--- src/rtl/instr_fetch_unit.sv ---
// ---------------------------------------------------------------------------
// instr_fetch_unit
//
// Sits between the program counter and decode. Each cycle it decides whether
// a new fetch may be issued, drives the synchronous instruction ROM (one cycle
// read latency), captures the returned word together with the address it was
// read from, and hands instructions to decode over a valid/ready handshake.
// The PC is told to advance only in cycles where a fetch is actually issued.
//
// Parameters:
//   ADDR_W    - PC / ROM address width
//   DATA_W    - instruction width
//   BUF_DEPTH - instruction buffer entries (power of two, >= 2)
//
// Ports:
//   clk          system clock, all state on the rising edge
//   reset_n      asynchronous active-low reset
//   pc_in        current PC value
//   pc_inc       PC increment enable, high exactly in issue cycles
//   rom_addr     ROM read address (always pc_in)
//   rom_rd_en    ROM read strobe (high in issue cycles)
//   rom_data     ROM read data, valid the cycle after rom_rd_en
//   flush        redirect: drop buffered and in-flight instructions
//   instr_valid  buffer head holds an instruction for decode
//   instr_ready  decode accepts the head this cycle
//   instr_data   head instruction word
//   instr_pc     address the head instruction was fetched from
//
// Optional build macro IFETCH_PERF_CNT_EN adds:
//   fetch_cnt    saturating count of buffer pushes
//   stall_cnt    saturating count of cycles with instr_valid && !instr_ready
// ---------------------------------------------------------------------------
module instr_fetch_unit #(
    parameter int ADDR_W    = 8,
    parameter int DATA_W    = 32,
    parameter int BUF_DEPTH = 2
) (
    input  logic              clk,
    input  logic              reset_n,
    input  logic [ADDR_W-1:0] pc_in,
    output logic              pc_inc,
    output logic [ADDR_W-1:0] rom_addr,
    output logic              rom_rd_en,
    input  logic [DATA_W-1:0] rom_data,
    input  logic              flush,
    output logic              instr_valid,
    input  logic              instr_ready,
    output logic [DATA_W-1:0] instr_data,
    output logic [ADDR_W-1:0] instr_pc
`ifdef IFETCH_PERF_CNT_EN
    ,
    output logic [15:0]       fetch_cnt,
    output logic [15:0]       stall_cnt
`endif
);

    localparam int PTR_W = $clog2(BUF_DEPTH);
    localparam int CNT_W = PTR_W + 1;
    localparam int OCC_W = CNT_W + 1;

    logic [ADDR_W-1:0] pcBuf_q    [BUF_DEPTH];
    logic [DATA_W-1:0] instrBuf_q [BUF_DEPTH];

    logic [PTR_W-1:0]  rdPtr_q, rdPtr_d;
    logic [PTR_W-1:0]  wrPtr_q, wrPtr_d;
    logic [CNT_W-1:0]  count_q, count_d;
    logic              inflight_q, inflight_d;
    logic [ADDR_W-1:0] inflightPc_q, inflightPc_d;

    logic              pop;
    logic              push;
    logic              issue;
    logic [OCC_W-1:0]  occupancy;

    // Handshake and issue decisions. Occupancy counts everything already
    // committed to the buffer (held plus in flight) minus what decode takes
    // this cycle, so a slot freed by a pop can be refilled in the same cycle
    // and the fetch sustains one instruction per cycle.
    assign instr_valid = (count_q != '0) && !flush;
    assign pop         = instr_valid && instr_ready;
    assign push        = inflight_q && !flush;
    assign occupancy   = OCC_W'(count_q) + OCC_W'(inflight_q) - OCC_W'(pop);
    assign issue       = reset_n && !flush && (occupancy < OCC_W'(BUF_DEPTH));

    assign pc_inc      = issue;
    assign rom_rd_en   = issue;
    assign rom_addr    = pc_in;

    assign instr_data  = instrBuf_q[rdPtr_q];
    assign instr_pc    = pcBuf_q[rdPtr_q];

    // Next-state for pointers, occupancy and the in-flight tracker. A flush
    // empties everything and forgets the outstanding read, so a word returning
    // in the flush cycle is never written. Pointers wrap naturally because the
    // depth is a power of two.
    always_comb begin
        rdPtr_d      = rdPtr_q;
        wrPtr_d      = wrPtr_q;
        count_d      = count_q;
        inflight_d   = issue;
        inflightPc_d = inflightPc_q;
        if (flush) begin
            rdPtr_d    = '0;
            wrPtr_d    = '0;
            count_d    = '0;
            inflight_d = 1'b0;
        end else begin
            if (pop) begin
                rdPtr_d = rdPtr_q + PTR_W'(1);
            end
            if (push) begin
                wrPtr_d = wrPtr_q + PTR_W'(1);
            end
            count_d = count_q + CNT_W'(push) - CNT_W'(pop);
            if (issue) begin
                inflightPc_d = pc_in;
            end
        end
    end

    // Control state registers.
    always_ff @(posedge clk or negedge reset_n) begin
        if (!reset_n) begin
            rdPtr_q      <= '0;
            wrPtr_q      <= '0;
            count_q      <= '0;
            inflight_q   <= 1'b0;
            inflightPc_q <= '0;
        end else begin
            rdPtr_q      <= rdPtr_d;
            wrPtr_q      <= wrPtr_d;
            count_q      <= count_d;
            inflight_q   <= inflight_d;
            inflightPc_q <= inflightPc_d;
        end
    end

    // Instruction buffer storage. Entries are cleared by reset so the head
    // outputs read zero while reset is held.
    always_ff @(posedge clk or negedge reset_n) begin
        if (!reset_n) begin
            for (int i = 0; i < BUF_DEPTH; i++) begin
                pcBuf_q[i]    <= '0;
                instrBuf_q[i] <= '0;
            end
        end else if (push) begin
            pcBuf_q[wrPtr_q]    <= inflightPc_q;
            instrBuf_q[wrPtr_q] <= rom_data;
        end
    end

`ifdef IFETCH_PERF_CNT_EN
    logic [15:0] fetchCnt_q;
    logic [15:0] stallCnt_q;

    // Saturating performance counters; only reset clears them, a flush does not.
    always_ff @(posedge clk or negedge reset_n) begin
        if (!reset_n) begin
            fetchCnt_q <= '0;
            stallCnt_q <= '0;
        end else begin
            if (push && (fetchCnt_q != 16'hFFFF)) begin
                fetchCnt_q <= fetchCnt_q + 16'd1;
            end
            if (instr_valid && !instr_ready && (stallCnt_q != 16'hFFFF)) begin
                stallCnt_q <= stallCnt_q + 16'd1;
            end
        end
    end

    assign fetch_cnt = fetchCnt_q;
    assign stall_cnt = stallCnt_q;
`else
    // Counters not built: no extra ports and no extra state.
`endif

endmodule
--- config.mk ---
export PLATFORM = sky130hd
export DESIGN_NAME = instr_fetch_unit
export DESIGN_NICKNAME = d
export VERILOG_FILES = /design/src/rtl/instr_fetch_unit.sv
export SDC_FILE = /design/constraint.sdc
export NUM_CORES = 1
export LEC_CHECK = 0
export BUFFER_PORTS_ARGS = -buffer_cell sky130_fd_sc_hd__buf_2
export CAP_MARGIN = 20
export CORE_UTILIZATION = 54
export DETAILED_ROUTE_END_ITERATION = 8
export HOLD_SLACK_MARGIN = 0.12
export PLACE_DENSITY_LB_ADDON = 0.15
export RECOVER_POWER = 50
export SLEW_MARGIN = 20
export SYNTH_ARGS = -nofsm -noshare
export SYNTH_HDL_FRONTEND = slang
export SYNTH_SLANG_ARGS = --single-unit
--- constraint.sdc ---
create_clock -name clk -period 3.4 [get_ports clk]
set_input_delay 0.17 -clock clk [delete_from_list [all_inputs] [get_ports clk]]
set_output_delay 0.17 -clock clk [all_outputs]
set_load 0.05 [all_outputs]
==> flow_summary.json, run 1 <==
{
  "fmax_ghz": 0.3189,
  "fillers": 520,
  "start_util": 0.5624,
  "cts.path.max_buffers": 2,
  "maxSlewHeadroom": -0.2424,
  "synth-seq-cells": 93,
  "rsz0062_at_grt": "no",
  "htree_levels": 3,
  "clockRootBuffer": "clkbuf_8",
  "cts.clk_slew.worst_paths_ns": 0.09,
  "io_buffers": 94,
  "antenna_found_initial": 0,
  "critical-path-top-delay-family": "buffers and inverters",
  "yosysWarningCount": 0,
  "route.detailed.drc": 0,
  "dp_hpwl_um": 4625,
  "worst_pin_slew_ns": 1.864,
  "async_reset_ff_frac": 1.000,
  "syn_avg_cell_area_um2": 15.38,
  "areaGrowthSynthToFinish_pct": 28.80,
  "critical_path.max_fanout": 9,
  "muxShareOfSynthArea": 0.3524,
  "synth_simple_gate_area_frac": 0.01912,
  "clock_latency_ns": 0.36,
  "synthCells": 268,
  "die_h_um": 89.38,
  "layout_commonest_cell": "mux2_2",
  "synth_compound_area_frac": 0.003642,
  "cts.repair.resized": 0,
  "cp.required_ns": 3.23,
  "dieArea_mm2": 0.007988,
  "fp.coreArea_mm2": 0.007331,
  "antenna_left": 0,
  "finish.utilization": 0.7244,
  "boundaryPins": 95,
  "drtPass1Iterations": 4,
  "num_vias": 2544,
  "period_share": 0.9222,
  "place_area_mm2": 0.004599,
  "finalPower_mw": 5.198,
  "synth_edf_count": 0,
  "crit_buf_inv": 4,
  "final-hold-violation-count": 0,
  "arrival_ns": 2.97,
  "routed_via_density": 5.058,
  "cts_made_buffers": 9,
  "synth-seq-area-share": 0.5645,
  "crit_path_top_delay_cell": "dlygate4sd3_1",
  "antenna_cells": 0,
  "skew_ns": 0.01184,
  "drt-total-wl_um": 7837,
  "final-setup-viol-count": 0,
  "final_cell_mix": "mux2_2 (126), dfrtp_1 (93), buf_2 (84)",
  "overflow": 0,
  "yosys_most_used_dff": "dfrtp_1",
  "seqCellArea_mm2": 0.002327,
  "rows": 31,
  "violations": "capacitance limit, slew limit",
  "synth_top_family_by_area": "multiplexers",
  "yosysUniqueCellTypes": 23,
  "cts_num_sinks": 93,
  "cts_tree": "built",
  "die_w_um": 89.38,
  "syn_nets": 316,
  "grt_usage": 0.2089,
  "syn-cell-area_mm2": 0.004123,
  "critPathKind": "primary input to output port",
  "start_kind": "primary input",
  "grt_pass1_wl_um": 12160,
  "synthAdderAreaFrac": 0.01396,
  "nNetsFinal": 447,
  "finalInstanceArea_mm2": 0.005310,
  "multi_input_area_mm2": 0.001644,
  "status": "complete, but fails checks",
  "drt-wirelength-per-cell_um": 15.58,
  "critPathCaptureType": "output port",
  "slew_violations": 42,
  "drive_gt1_frac": 0.5842,
  "first_global_vias": 2601,
  "cpMostUsedCell": "buf_2",
  "cap_violations": 1,
  "slowest_delay_ns": 0.53,
  "min_period_ns": 3.136,
  "power.density_mw_per_mm2": 978.8,
  "worst_ir_drop_vdd_uv": 511.9,
  "hold_path.class": "primary input to flop",
  "path_cells": "dlygate4sd3_1, buf_2, o21ba_2, and2_1, ha_1, nand2b_1, fa_1, nand2_1, nor3_4, buf_12, buf_2",
  "synthXorXnorAreaFrac": 0.008498,
  "gp_congestion": 0.7755,
  "first_iter_violations": 82,
  "p_leak_nw": 2.479,
  "finalSetupTns_ns": 0,
  "grt_max_degree": 84
}
==> worst paths after layout <==
check	startpoint	end	slack [ns]	depth (start not counted)
min	instr_ready	rdPtr_q$_DFFE_PN0P_	0.21	3
max in group asynchronous	reset_n	pcBuf_q[4]$_DFFE_PN0P_	1.89	3
max	flush	pc_inc	0.26	11
min reg2reg	instrBuf_q[35]$_DFFE_PN0P_	instrBuf_q[35]$_DFFE_PN0P_	0.49	1
min in group asynchronous	reset_n	instrBuf_q[4]$_DFFE_PN0P_	0.36	2
max reg2reg	count_q[1]$_DFF_PN0_	inflightPc_q[4]$_DFFE_PN0P_	0.58	10
==> Yosys cell counts (2+ instances only) <==
| cell type | number | area [µm²] |
|---|---|---|
| dfrtp_1 | 93 | 2327 |
| xnor2_1 | 2 | 17.52 |
| buf_2 | 8 | 40.04 |
| mux2_2 | 126 | 1419 |
| mux2_1 | 3 | 33.78 |
| ha_1 | 3 | 37.54 |
| inv_1 | 2 | 7.510 |
| xor2_1 | 2 | 17.52 |
| nor2_1 | 2 | 7.510 |
| buf_4 | 14 | 105.1 |
==> state kept, by name (all words and copies together) (netlist names) <==
register	count
count_q	2
inflightPc_q	8
inflight_q	1
instrBuf_q	64
pcBuf_q	16
rdPtr_q	1
wrPtr_q	1
==> tightest hold or removal path, stage by stage <==
cell     delay, ns
buf_2         0.10
a21oi_1       0.11
mux2_2        0.15
==> layer usage <==
metal,vias to the layer above,track usage,part of all wire
met1,1272,0.2612,0.46
li1,1200,-,-
met4,0,0.08658,0.0082
met5,-,0,0
met2,68,0.3511,0.49
met3,4,0.04894,0.047
==> area by class of cell <==
class / instances / area share
clock buffers: 10 / 0.02403
well taps: 99 / 0.02333
clock inverters: 6 / 0.02545
repair buffers: 143 / 0.1779
multi-input cells: 150 / 0.3096
flip-flops and latches: 93 / 0.4383
inverters: 2 / 0.001414
==> cells by family after synthesis <==
kind of cell	Yosys count
multiplexers	129
AO/OA/AOI/OAI	2
buffers and inverters	25
AND/OR/NAND/NOR	11
flip-flops	93
XOR/XNOR	4
adder cells (fa/ha/maj)	4
==> stage by stage <==
stage,instances,setup slack [ns],hold WS [ns]
global placement,441,0.6122,0.01685
floorplan,268,0.2792,-0.1256
detailed placement,441,0.5804,0.01534
finish,503,0.2644,0.2091
global route,503,0.1232,0.2354
CTS,499,0.1141,0.1844
==> repair_timing <==
| item | in CTS | in global routing |
|---|---|---|
| hold endpoints to repair | 86 | 0 |
| setup buffers | 0 | 4 |
| hold buffers | 42 | 0 |
| endpoints found under the setup margin | 0 | 2 |
==> power by group <==
| group | internal (mW) | total [mW] | switching (mW) |
|---|---|---|---|
| sequential | 1.62 | 1.91 | 0.290 |
| combinational | 0.893 | 2.34 | 1.45 |
| clock | 0.563 | 0.948 | 0.385 |
| total | 3.07 | 5.20 | 2.12 |
(Power assumes the default switching activity.)
==> run 2, diff against run 1 <==
- RECOVER_POWER: 50 -> unset
==> run 2 against run 1 <==
Compared with the run above: first-iteration DRC count down 2.4%; sequential cell count unchanged; clock power about the same; critical path type unchanged; hold slack worse by 0.019 ns; sequential share of layout area down 0.13 points; register-to-register slack better by 0.03 ns; the run now ends clean; clock skew about the same; non-clock buffer count unchanged; global-route usage unchanged; core utilization up 0.26 points; count of clock-buffer cells in the layout unchanged.
==> flow_summary.json, run 2 (synthesis gave the netlist of run 1 again) <==
{
  "clockRootBuffer": "clkbuf_8",
  "drive_gt1_frac": 0.6114,
  "die_h_um": 89.38,
  "place_area_mm2": 0.004599,
  "dp.cells": 441,
  "final-setup-viol-count": 0,
  "largest_reg_flops": 64,
  "slew_violations": 0,
  "grt_usage": 0.2089,
  "critical_path.max_fanout": 9,
  "drt-total-wl_um": 7855,
  "top_layer_used": "met4",
  "final_cell_mix": "mux2_2 (126), buf_2 (93), dfrtp_1 (92)",
  "hold_path.class": "primary input to asynchronous set/reset pin",
  "cts.repair.resized": 0,
  "timing.rr.start": "count_q[1]$_DFF_PN0_",
  "io_buffers": 94,
  "critPathKind": "primary input to output port",
  "start_kind": "primary input",
  "skew_ns": 0.01190,
  "cap_violations": 0,
  "fillers": 514,
  "worst_ir_drop_vdd_uv": 512.2,
  "gp_congestion": 0.7755,
  "finalInstanceArea_mm2": 0.005329,
  "htree_levels": 3,
  "drtPass1Iterations": 3,
  "wl_met2_um": 3823,
  "cts_num_sinks": 93,
  "grt_pass1_wl_um": 12160,
  "first_iter_violations": 80,
  "fmax_ghz": 0.3228,
  "worst_pin_slew_ns": 1.017,
  "overflow": 0,
  "met1_length_um": 3571,
  "finalSetupTns_ns": 0,
  "cp.required_ns": 3.23,
  "route.detailed.drc": 0,
  "die_w_um": 89.38,
  "areaGrowthSynthToFinish_pct": 29.26,
  "routed_via_density": 5.070,
  "routed-wl-met3_um": 385,
  "fp.coreArea_mm2": 0.007331,
  "largest-register": "instrBuf_q",
  "power.density_mw_per_mm2": 975.8,
  "rows": 31,
  "nNetsFinal": 447,
  "drt-wirelength-per-cell_um": 15.62,
  "boundaryPins": 95,
  "final-hold-violation-count": 0,
  "antenna_found_initial": 0,
  "cp-startpoint": "flush",
  "status": "finished clean",
  "p_leak_nw": 2.508,
  "dieArea_mm2": 0.007988,
  "fin_cells": 503,
  "antenna_cells": 0,
  "cts.path.max_buffers": 2,
  "layout_commonest_cell": "mux2_2",
  "first_global_vias": 2601,
  "clock_latency_ns": 0.36,
  "period_share": 0.9110,
  "start_util": 0.5624,
  "cts_made_buffers": 9,
  "arrival_ns": 2.93,
  "multi_input_area_mm2": 0.001644,
  "reg_top3": "instrBuf_q: 64 flops, pcBuf_q: 16 flops, inflightPc_q: 8 flops",
  "num_vias": 2550,
  "critPathCaptureType": "output port",
  "antenna_left": 0,
  "maxSlewHeadroom": 0.3222,
  "cts.clk_slew.worst_paths_ns": 0.09,
  "seqCellArea_mm2": 0.002328,
  "dp_hpwl_um": 4625,
  "min_period_ns": 3.098,
  "grt_max_degree": 84,
  "rsz0062_at_grt": "no",
  "cts_tree": "built"
}
-- run 2: timing repair --
item                                    4_1_cts  5_1_grt
hold buffers                                 42        0
endpoints found under the setup margin        0        2
setup buffers                                 0        4
hold endpoints to repair                     86        0
-- run 2: final timing paths --
kind                            cells past startpoint  slack (ns)                     endpoint
worst max-delay path                               11        0.30                       pc_inc
worst min-delay path                                2        0.19    instrBuf_q[4]$_DFFE_PN0P_
worst max register to register                     10        0.61  inflightPc_q[4]$_DFFE_PN0P_
worst min register to register                      1        0.49   instrBuf_q[35]$_DFFE_PN0P_
max in group asynchronous                           3        2.23          rdPtr_q$_DFFE_PN0P_
min in group clk                                    3        0.20          rdPtr_q$_DFFE_PN0P_
-- run 2: worst max-delay path, cell delays in order --
cell and delay (ns):
dlygate4sd3_1 0.53, buf_2 0.19, o21ba_2 0.27, and2_1 0.17
ha_1 0.23, nand2b_1 0.16, fa_1 0.48, nand2_1 0.09
nor3_4 0.22, buf_12 0.15, buf_2 0.26
-- run 2: layer usage --
metal	GRT usage	vias to the layer above
li1	-	1200
met1	0.2612	1276
met2	0.3511	68
met3	0.04894	6
met4	0.08658	0
met5	0	-
-- run 2: per-stage QoR --
stage	hold WS (ns)	util	power [mW]	setup slack, ns
2_1_floorplan	-0.1256	-	3.755	0.2792
3_3_place_gp	0.01685	0.6274	4.150	0.6122
3_5_place_dp	0.01534	0.6274	4.223	0.5804
4_1_cts	0.1844	0.7206	5.217	0.1141
5_1_grt	0.1893	0.7269	5.459	0.1636
6_report	0.1899	0.7269	5.200	0.3024
-- run 2: report_power, final --
part	internal, mW	leakage [nW]	switching (mW)	total [mW]
Sequential	1.62	1.15	0.290	1.91
Clock	0.563	0.123	0.387	0.950
Combinational	0.892	1.24	1.45	2.34
Total	3.07	2.51	2.13	5.20
-- run 2: area by class of cell --
| cell class | count | area share |
|---|---|---|
| well taps | 99 | 0.02324 |
| clock buffers | 10 | 0.02395 |
| repair buffers | 143 | 0.1806 |
| multi-input cells | 150 | 0.3085 |
| inverters | 2 | 0.001409 |
| flip-flops and latches | 93 | 0.4370 |
| clock inverters | 6 | 0.02536 |
